[src/rtl/sync_fifo_flags_pkg.sv]
// Shared constants and helpers for the flagged synchronous FIFO.
package sync_fifo_flags_pkg;

   // Read-mode selector values for the FWFT parameter
   localparam int FIFO_MODE_STD  = 0;
   localparam int FIFO_MODE_FWFT = 1;

   // Ceiling log2, used for pointer width (count is one bit wider)
   function automatic int fifo_clog2(input int value);
      int result;
      result = 0;
      while ((1 << result) < value) begin
         result = result + 1;
      end
      return result;
   endfunction

endpackage

[src/rtl/sync_fifo_flags_mem.sv]
// Storage array: one synchronous write port, one asynchronous read port, no reset.
module fifo_mem #(
   parameter int DATA_WIDTH = 8,
   parameter int DEPTH      = 8,
   parameter int AW         = 3
) (
   input  logic                  clk,
   input  logic                  we,
   input  logic [AW-1:0]         waddr,
   input  logic [DATA_WIDTH-1:0] wdata,
   input  logic [AW-1:0]         raddr,
   output logic [DATA_WIDTH-1:0] rdata
);

   logic [DATA_WIDTH-1:0] mem [DEPTH];

   // Write port: contents are never cleared, reset only discards them logically
   always_ff @(posedge clk) begin
      if (we) begin
         mem[waddr] <= wdata;
      end
   end

   assign rdata = mem[raddr];

endmodule

[src/rtl/sync_fifo_flags.sv]
// Single-clock FIFO with fill count, programmable almost flags, error pulses
// and a build-time choice of registered or first-word-fall-through read.
module sync_fifo_flags
   import sync_fifo_flags_pkg::*;
#(
   parameter int DATA_WIDTH = 8,
   parameter int DEPTH      = 8,
   parameter int AF_THRESH  = DEPTH - 2,
   parameter int AE_THRESH  = 1,
   parameter int FWFT       = FIFO_MODE_STD
) (
   input  logic                         clk,
   input  logic                         rst,
   input  logic                         wr_en,
   input  logic [DATA_WIDTH-1:0]        data_in,
   input  logic                         rd_en,
   output logic [DATA_WIDTH-1:0]        data_out,
   output logic                         full,
   output logic                         empty,
   output logic                         almost_full,
   output logic                         almost_empty,
   output logic [fifo_clog2(DEPTH):0]   count,
   output logic                         overflow,
   output logic                         underflow
);

   localparam int AW = fifo_clog2(DEPTH);
   localparam int CW = AW + 1;

   logic [AW-1:0]         wr_ptr_q, wr_ptr_d;
   logic [AW-1:0]         rd_ptr_q, rd_ptr_d;
   logic [CW-1:0]         count_q, count_d;
   logic [DATA_WIDTH-1:0] dout_q, dout_d;
   logic                  ovf_q, ovf_d;
   logic                  udf_q, udf_d;
   logic                  wr_acc, rd_acc;
   logic [DATA_WIDTH-1:0] mem_rdata;

   fifo_mem #(
      .DATA_WIDTH (DATA_WIDTH),
      .DEPTH      (DEPTH),
      .AW         (AW)
   ) u_mem (
      .clk   (clk),
      .we    (wr_acc),
      .waddr (wr_ptr_q),
      .wdata (data_in),
      .raddr (rd_ptr_q),
      .rdata (mem_rdata)
   );

   // Flags come from the count register only, so they lag the operation by one edge
   assign full         = (count_q == CW'(DEPTH));
   assign empty        = (count_q == '0);
   assign almost_full  = (count_q >= CW'(AF_THRESH));
   assign almost_empty = (count_q <= CW'(AE_THRESH));
   assign count        = count_q;
   assign overflow     = ovf_q;
   assign underflow    = udf_q;

   // FWFT shows the head combinationally and forces zero when nothing is queued
   assign data_out = (FWFT == FIFO_MODE_FWFT) ? (empty ? '0 : mem_rdata) : dout_q;

   // Accept decisions, pointer/count next state, registered read data and error pulses
   always_comb begin
      rd_acc   = rd_en && !empty;
      // A write into a full FIFO is only legal when a read frees a slot this same edge
      wr_acc   = wr_en && (!full || rd_acc);
      wr_ptr_d = wr_ptr_q;
      rd_ptr_d = rd_ptr_q;
      count_d  = count_q;
      dout_d   = dout_q;
      ovf_d    = wr_en && !wr_acc;
      udf_d    = rd_en && !rd_acc;
      if (wr_acc) begin
         wr_ptr_d = wr_ptr_q + AW'(1);
      end
      if (rd_acc) begin
         rd_ptr_d = rd_ptr_q + AW'(1);
         dout_d   = mem_rdata;
      end
      case ({wr_acc, rd_acc})
         2'b10:   count_d = count_q + CW'(1);
         2'b01:   count_d = count_q - CW'(1);
         default: count_d = count_q;
      endcase
   end

   // State registers with synchronous reset; wr_en/rd_en have no effect in the reset cycle
   always_ff @(posedge clk) begin
      if (rst) begin
         wr_ptr_q <= '0;
         rd_ptr_q <= '0;
         count_q  <= '0;
         dout_q   <= '0;
         ovf_q    <= 1'b0;
         udf_q    <= 1'b0;
      end else begin
         wr_ptr_q <= wr_ptr_d;
         rd_ptr_q <= rd_ptr_d;
         count_q  <= count_d;
         dout_q   <= dout_d;
         ovf_q    <= ovf_d;
         udf_q    <= udf_d;
      end
   end

endmodule

[config.mk]
export PLATFORM = sky130hd
export DESIGN_NAME = sync_fifo_flags
export DESIGN_NICKNAME = d
export VERILOG_FILES = /design/src/rtl/sync_fifo_flags_pkg.sv /design/src/rtl/sync_fifo_flags_mem.sv /design/src/rtl/sync_fifo_flags.sv
export SDC_FILE = /design/constraint.sdc
export NUM_CORES = 1
export LEC_CHECK = 0
export CAP_MARGIN = 0
export CORE_ASPECT_RATIO = 1.2
export CORE_MARGIN = 10
export CORE_UTILIZATION = 51
export DETAILED_ROUTE_END_ITERATION = 10
export PLACE_DENSITY = 0.82
export SYNTH_ARGS = -nofsm -noshare
export SYNTH_HDL_FRONTEND = slang
export SYNTH_SLANG_ARGS = --single-unit
[constraint.sdc]
create_clock -name clk -period 2.23 [get_ports clk]
set_input_delay 0.223 -clock clk [delete_from_list [all_inputs] [get_ports clk]]
set_output_delay 0.223 -clock clk [all_outputs]
set_load 0.05 [all_outputs]
==> flow_summary.yaml, run 1 <==
logic_synthesis:
  syn_inst: 255
  ys_types: 38
  yosysWarnings: 0
  syn_nets: 273
  synth_top_area_share_pct: 55.5
  netlist.top_cell.by_area: "edfxtp_1"
  syn-cell-area_mm2: 0.00346
  yosysSeqAreaShare_pct: 67.1
  synth_seq_cells: 84
  synthTopCellsByArea: "edfxtp_1 56%, dfxtp_1 12%, mux2i_1 9.5%"
  syn_area_per_cell_um2: 13.6
global_route:
  grt_max_degree: 35
  grtUsageTotal_pct: 13.8
  antenna_found_initial: 0
  grt_pass1_vias: 2114
  gr-total-overflow: 0
  grt_pass1_wl_um: 10800
floorplan:
  initial_core_util_pct: 53.0
  die-height_um: 110
  fp-row-count: 32
  design.core.area_mm2: 0.00653
  die_w_um: 95.2
  ios: 30
  dieArea_mm2: 0.0105
route:
  first_pass_iters: 4
  drt-wirelength-per-cell_um: 18.1
  viasPerCell: 5.66
  routed_wl_um: 6900
  drtIter0Drc: 131
  remaining_drc_errors: 0
  ant_nets: 0
  routed-via-count: 2158
cells_and_area:
  antenna_cells: 0
  nFillCells: 486
  drive_gt1_share_pct: 14.9
  register_area_mm2: 0.00233
  nNetsFinal: 309
  syn_to_final_growth_pct: 19.3
  final_cell_mix: "64 x edfxtp_1, 33 x mux2i_1, 25 x clkdlybuf4s50_1"
  mostFrequentLayoutCell: "edfxtp_1"
  multi_input_area_mm2: 0.00109
  fin_cells: 381
  fin_util_pct: 63.3
clocking:
  clk_pin_slew_ns: 0.09
  cts_setup_buffers: 0
  htreeDepth: 3
  cts_tree: "yes"
  cts.sinks: 84
  cts-root-buf: "clkbuf_8"
  clockBufferDepth: 2
  clk_latency_ns: 0.35
  cts-buffers-inserted: 9
worst_setup_path:
  path_class: "flop to output port"
  r2r-end: "u_mem.mem[3][4]"
  critPathMaxFanout: 8
  r2r_setup_slack_ns: 0.27
  timing.rr.start: "count[0]"
  endpoint_kind: "output port"
  cp-startpoint: "count[0]"
  cp.required_ns: 2.01
  startpoint_type: "flop"
  crit_end: "empty"
  crit_arrival_ns: 1.86
  r2r_cells: 6
placement:
  dpl_worst_slack_ns: 0.193
  dp.cells: 365
  hpwlAfterDp_um: 4660
  io_buffers: 29
  routabilityCongestion: 0.786
timing:
  rsz0062_at_grt: "false"
  relSlewSlack_pct: 49.9
  tightest_slew_ns: 0.749
  final-max-slew-violation-count: 0
  postLayoutSetupSlackWorst_ns: 0.144
  max_freq_mhz: 479
  setup_viol_count_final: 0
  period_share_pct: 93.5
  setup_tns_ns: 0
  clock_skew_ns: 0.0124
  hold_viol_final: 0
  period_minus_slack_ns: 2.09
min_path:
  hold_path_class: "input port to flop"
power_and_ir_drop:
  powerDensity_mw_per_mm2: 961
  finalPower_mw: 3.97
  ir_worst_vdd_mv: 0.471
  p_leak_nw: 1.39
outcome:
  status: "finished, final reports clean"
flow_run:
  maxCapViolations: 0
cell usage after synthesis (all sizes together):
master	n
edfxtp	64
mux2i	33
nor2	22
nor3	21
dfxtp	20
o22ai	16
nand2	9
clkbuf	8
buf	7
ha	6
a21oi	5
nand2b	5
nand3	5
inv	4
o21ai	4
xor2	4
nand3b	2
nor3b	2
nor4	2
a2111oi	1
a21bo	1
a21o	1
a221oi	1
a31oi	1
a32oi	1
and2	1
and2b	1
and3	1
nand4	1
nand4bb	1
o31ai	1
or2	1
or3b	1
or4	1
xnor2	1
worst min-delay path by stage:
stage / startpoint / end / cells past startpoint
after floorplan: data_in[0] / u_mem.mem[0][0] / 0
after global placement: data_out[3] / data_out[3] / 2
after detailed placement: data_out[3] / data_out[3] / 2
after CTS: wr_en / overflow / 2
after global routing: wr_en / overflow / 2
final: wr_en / overflow / 2
routing by layer:
metal / vias up / track usage, % / share of wire [%]
met1: 1054 / 15.9 / 42
met3: 12 / 2.71 / 5.8
met4: 0 / 9.64 / 3.0
met5: - / 0 / 0
li1: 1034 / - / -
met2: 58 / 22.7 / 49
registers in the layout (all words and copies together) (netlist names):
name and count:
u_mem.mem 64, underflow 1, data_out 8, overflow 1
rd_ptr_q 3, wr_ptr_q 3, count 4
critical path: stages, from the launching register on:
cell and delay (ns):
dfxtp_2 0.37, inv_1 0.09, ha_2 0.27, or3b_1 0.49, inv_1 0.15, buf_12 0.14
metrics by stage:
| step | hold WS, ns | instance area (µm²) |
|---|---|---|
| after floorplan | 0.322 | 3500 |
| after global placement | 0.479 | 3930 |
| after detailed placement | 0.484 | 3930 |
| after CTS | 0.475 | 4130 |
| after global routing | 0.490 | 4130 |
| final | 0.489 | 4130 |
power by group:
group	switching [mW]	internal, mW
registers	0.0806	1.78
clock network	0.544	0.529
logic	0.642	0.390
cell type report:
type | count | share of cell area, %
clock buffer | 10 | 3.09
clock inverter | 6 | 1.76
inverter | 4 | 0.364
multi-input combinational | 152 | 26.4
sequential | 84 | 56.3
tap | 85 | 2.57
timing repair buffer | 40 | 9.51
repair_timing:
action                     4_1_cts  5_1_grt
hold buffers                     0        0
gates resized for setup          0        2
setup endpoints to repair        0        2
logic make-up (layout without fill, tap and decap cells):
family	Yosys count	in the layout	share of synthesized area (%)
flops	84	84	67.1
mux	33	33	9.54
buf+inv	19	60	2.49
simple gates	76	76	11.4
xor+xnor	5	5	1.48
fa+ha+maj	6	6	2.17
compound gates	32	32	5.86
Note: power is estimated with default switching activity, not from simulation.
==> run 2: changes to the inputs <==
CORE_ASPECT_RATIO = 1.5   (was 1.2)
SETUP_SLACK_MARGIN = 0.3   (was not set)
==> run 2 against run 1 <==
Net effect: maximum frequency is 11% higher; non-clock buffer count did not move; sequential share of layout area decreased by 0.81 points; register-to-register slack improved by 0.10 ns; routed wire length is 0.90% lower; global-route usage shrank 0.39 points; final cell count is 2.4% lower; clock skew down 0.0034 ns; count of clock-buffer cells in the layout increased by 4; sequential power about the same; critical endpoint unchanged; largest power group unchanged.
==> flow_summary.yaml, run 2 (same netlist as run 1, synthesis figures left out) <==
worst_setup_path:
  slowest_stage: "or3b_4"
  critPathMaxFanout: 9
  r2r-end: "u_mem.mem[3][5]"
  path_class: "flop to output port"
  startpoint_type: "flop"
  path_cells: "inv_1 > ha_4 > or3b_4 > inv_2 > buf_12"
  crit_arrival_ns: 1.65
  timing.rr.start: "count[1]"
  cp.required_ns: 2.01
  critPathMaxStageDelay_ns: 0.43
  r2r_cells: 6
  r2r_setup_slack_ns: 0.37
  endpoint_kind: "output port"
outcome:
  status: "finished, final reports clean"
global_route:
  grt_pass1_wl_um: 10800
  grtUsageTotal_pct: 13.4
  grt_pass1_vias: 2114
  antenna_found_initial: 0
  grt_max_degree: 35
  gr-total-overflow: 0
floorplan:
  die-height_um: 121
  design.core.area_mm2: 0.00653
  ios: 30
  initial_core_util_pct: 53.0
  fp-row-count: 36
  dieArea_mm2: 0.0105
  die_w_um: 87.3
clocking:
  cts-buffers-inserted: 9
  cts-root-buf: "clkbuf_8"
  cts.sinks: 84
  clk_pin_slew_ns: 0.08
  cts_tree: "yes"
  clk_latency_ns: 0.35
  clockBufferDepth: 2
  htreeDepth: 3
timing:
  final-max-slew-violation-count: 0
  hold_viol_final: 0
  setup_tns_ns: 0
  max_freq_mhz: 534
  period_share_pct: 83.9
  relSlewSlack_pct: 52.0
  tightest_slew_ns: 0.718
  clock_skew_ns: 0.00892
  period_minus_slack_ns: 1.87
  rsz0062_at_grt: "true"
  postLayoutSetupSlackWorst_ns: 0.359
  setup_viol_count_final: 0
cells_and_area:
  fin_area_mm2: 0.00420
  fin_util_pct: 64.3
  nNetsFinal: 309
  final_cell_mix: "64 x edfxtp_1, 33 x mux2i_1, 25 x clkdlybuf4s50_1"
  antenna_cells: 0
  syn_to_final_growth_pct: 21.4
  drive_gt1_share_pct: 16.6
  largest_register: "u_mem.mem"
  largest_register_ffs: 64
  mostFrequentLayoutCell: "edfxtp_1"
power_and_ir_drop:
  finalPower_mw: 4.12
  p_leak_nw: 1.38
  ir_worst_vdd_mv: 0.471
  powerDensity_mw_per_mm2: 980
route:
  first_pass_iters: 4
  routed_wl_um: 6830
  ant_nets: 0
  drt-wirelength-per-cell_um: 18.4
  routed-via-count: 2110
  remaining_drc_errors: 0
  viasPerCell: 5.67
  drtIter0Drc: 170
min_path:
  worstHoldStart: "data_out[3]"
  holdPathStages: 2
  hold_end: "data_out[3]"
  hold_path_class: "flop to flop"
flow_run:
  maxCapViolations: 0
placement:
  routabilityCongestion: 0.858
  dpl_worst_slack_ns: 0.223
  place_area_mm2: 0.00395
  hpwlAfterDp_um: 4510
  io_buffers: 29
run 2: layout make-up:
class / count / area (µm²)
sequential: 84 / 2330
fill: 454 / 2330
multi-input combinational: 152 / 1150
timing repair buffer: 40 / 385
clock buffer: 14 / 185
tap: 76 / 95.1
clock inverter: 2 / 38.8
inverter: 4 / 15.0
run 2: worst max-delay path by stage:
| stage | startpoint | slack, ns | to | depth (start not counted) |
|---|---|---|---|---|
| 6_report | count[1] | 0.36 | empty | 5 |
| 3_3_place_gp | count[0] | 0.32 | count[1] | 6 |
| 3_5_place_dp | count[0] | 0.22 | count[1] | 6 |
| 2_1_floorplan | count[0] | 0.28 | u_mem.mem[5][0] | 5 |
| 4_1_cts | count[0] | 0.10 | empty | 5 |
| 5_1_grt | count[1] | 0.25 | u_mem.mem[3][1] | 6 |
run 2: critical path: cells and delay by family, from the launching register on:
family	cells	cell delay [ns]
buf+inv	3	0.34
flops	1	0.38
fa+ha+maj	1	0.17
simple gates	1	0.43
run 2: metrics by stage:
| step | hold WS (ns) | cells |
|---|---|---|
| floorplan | 0.322 | 255 |
| global placement | 0.477 | 354 |
| detailed placement | 0.481 | 354 |
| finish | 0.496 | 372 |
| CTS | 0.497 | 370 |
| global route | 0.508 | 372 |
run 2: per-layer routing:
metal,global-route usage (%),up-vias,share of wire [%]
li1,-,1031,-
met1,15.0,1011,40
met2,22.2,59,52
met3,3.83,9,5.9
met4,7.30,0,2.3
met5,0,-,0
run 2: report_power, final:
part | total [mW] | leakage, nW | internal [mW] | switching [mW]
registers | 1.87 | 0.748 | 1.79 | 0.0790
clock network | 1.16 | 0.111 | 0.658 | 0.506
logic | 1.09 | 0.522 | 0.429 | 0.662
run 2: what timing repair did:
| item | in CTS | in global routing |
|---|---|---|
| endpoints found under the setup margin | 26 | 10 |
| setup buffers | 0 | 2 |
| hold buffers | 0 | 0 |
| gates resized for setup | 2 | 5 |
| pin swaps | 0 | 3 |
==> run 3: changes to the inputs <==
clock period = 1.7 ns   (was 2.23 ns; I/O delays follow)
==> run 3 against run 2 <==
Net effect: the run now ends with setup timing left; final cell count up 7.3%; cell area grew 11%; global-route usage grew 0.086 points; clock skew grew 0.0058 ns; sequential power rose by 32%; largest power group unchanged; power up 36%; clock power rose by 8%; combinational power up 76%; via count rose by 6.6%; utilization grew 7.0 points.
==> flow_summary.yaml, run 3 (same netlist as run 1, synthesis figures left out) <==
global_route:
  grt_max_degree: 35
  grt_pass1_vias: 2295
  gr-total-overflow: 0
  grt_pass1_wl_um: 11200
  grtUsageTotal_pct: 13.5
  antenna_found_initial: 0
clocking:
  postCtsHoldBufs: 0
  htreeDepth: 3
  cts-buffers-inserted: 9
  cts_tree: "yes"
  cts-root-buf: "clkbuf_8"
  clockBufferDepth: 2
  clk_pin_slew_ns: 0.08
  cts.sinks: 84
  clk_latency_ns: 0.35
floorplan:
  initial_core_util_pct: 53.0
  design.core.area_mm2: 0.00653
  die-height_um: 121
  dieArea_mm2: 0.0105
  die_w_um: 87.3
  fp-row-count: 36
  ios: 30
timing:
  relSlewSlack_pct: 66.9
  postLayoutSetupSlackWorst_ns: -0.0686
  holdWs_ns: 0.497
  setup_tns_ns: -0.110
  period_share_pct: 104
  period_minus_slack_ns: 1.77
  setup_viol_count_final: 3
  tightest_slew_ns: 0.498
  max_freq_mhz: 565
  hold_viol_final: 0
  clock_skew_ns: 0.0148
  final-max-slew-violation-count: 0
  rsz0062_at_grt: "true"
worst_setup_path:
  cp-startpoint: "count[0]"
  r2r_setup_slack_ns: -0.02
  cp.required_ns: 1.53
  path_class: "flop to output port"
  endpoint_kind: "output port"
  startpoint_type: "flop"
  crit_end: "empty"
  timing.rr.start: "count[0]"
  r2r-end: "count[0]"
  critPathMaxFanout: 2
  r2r_cells: 8
  crit_arrival_ns: 1.60
route:
  routed-via-count: 2249
  first_pass_iters: 4
  drtIter0Drc: 159
  drt-wirelength-per-cell_um: 18.5
  routed_wl_um: 7370
  ant_nets: 0
  remaining_drc_errors: 0
  viasPerCell: 5.64
flow_run:
  maxCapViolations: 0
power_and_ir_drop:
  p_leak_nw: 1.57
  ir_worst_vdd_mv: 0.604
  powerDensity_mw_per_mm2: 1210
  finalPower_mw: 5.62
outcome:
  status: "finished, violations left"
  violations: "setup timing"
cells_and_area:
  fin_area_mm2: 0.00466
  final_cell_mix: "64 x edfxtp_1, 33 x mux2i_1, 20 x buf_4"
  mostFrequentLayoutCell: "edfxtp_1"
  fin_cells: 399
  antenna_cells: 0
  drive_gt1_share_pct: 36.8
  largest_register_ffs: 64
  syn_to_final_growth_pct: 34.5
  largest_register: "u_mem.mem"
  nNetsFinal: 336
  fin_util_pct: 71.3
placement:
  dpl_worst_slack_ns: -0.0983
  place_area_mm2: 0.00418
  routabilityCongestion: 0.775
  dp.cells: 369
  io_buffers: 29
  hpwlAfterDp_um: 4770
min_path:
  hold_path_class: "flop to flop"
  holdPathStages: 2
[run 3: changes by cell type in the layout (fill, tap and decap cells not counted), sizes merged]
cell,before,now
clkinvlp,0,1
bufinv,1,0
clkbuf,15,17
clkinv,1,4
clkdlybuf4s15,0,3
and2,1,2
clkdlybuf4s50,25,11
buf,14,46
[run 3: how the worst min path moves through the flow]
stage	from	to	slack, ns
6_report	data_out[5]	data_out[5]	0.50
5_1_grt	data_out[5]	data_out[5]	0.52
4_1_cts	data_out[7]	data_out[7]	0.50
3_5_place_dp	data_out[7]	data_out[7]	0.48
3_3_place_gp	data_out[2]	data_out[2]	0.48
2_1_floorplan	data_in[0]	u_mem.mem[0][0]	0.27
[run 3: worst max-delay path: stages (launching register included)]
cell	delay [ns]
dfxtp_4	0.36
inv_4	0.06
ha_4	0.13
or3b_4	0.38
buf_6	0.13
clkinvlp_4	0.07
buf_12	0.13
[run 3: power breakdown]
part / switching [mW] / internal, mW
Clock: 0.671 / 0.576
Sequential: 0.111 / 2.34
Combinational: 1.07 / 0.844
Total: 1.85 / 3.76
[run 3: layer usage]
layer  routed length, µm  GRT usage, %  up-vias
met2                4140          24.1       49
met5                   0             0        -
met4                 138          6.20        0
met1                2840          14.1     1103
li1                    -             -     1087
met3                 253          3.56       10
[run 3: timing repair]
item / 4_1_cts / 5_1_grt
setup buffers: 7 / 6
setup endpoints to repair: 92 / 95
pin swaps: 13 / 18
gates cloned: 1 / 0
gates resized for setup: 44 / 35
[run 3: layout make-up]
class                      instances  area, µm²
multi-input combinational        153       1340
tap                               76       95.1
sequential                        84       2330
inverter                           4       23.8
clock buffer                      11        141
fill                             386       1880
timing repair buffer              66        684
clock inverter                     5       36.3
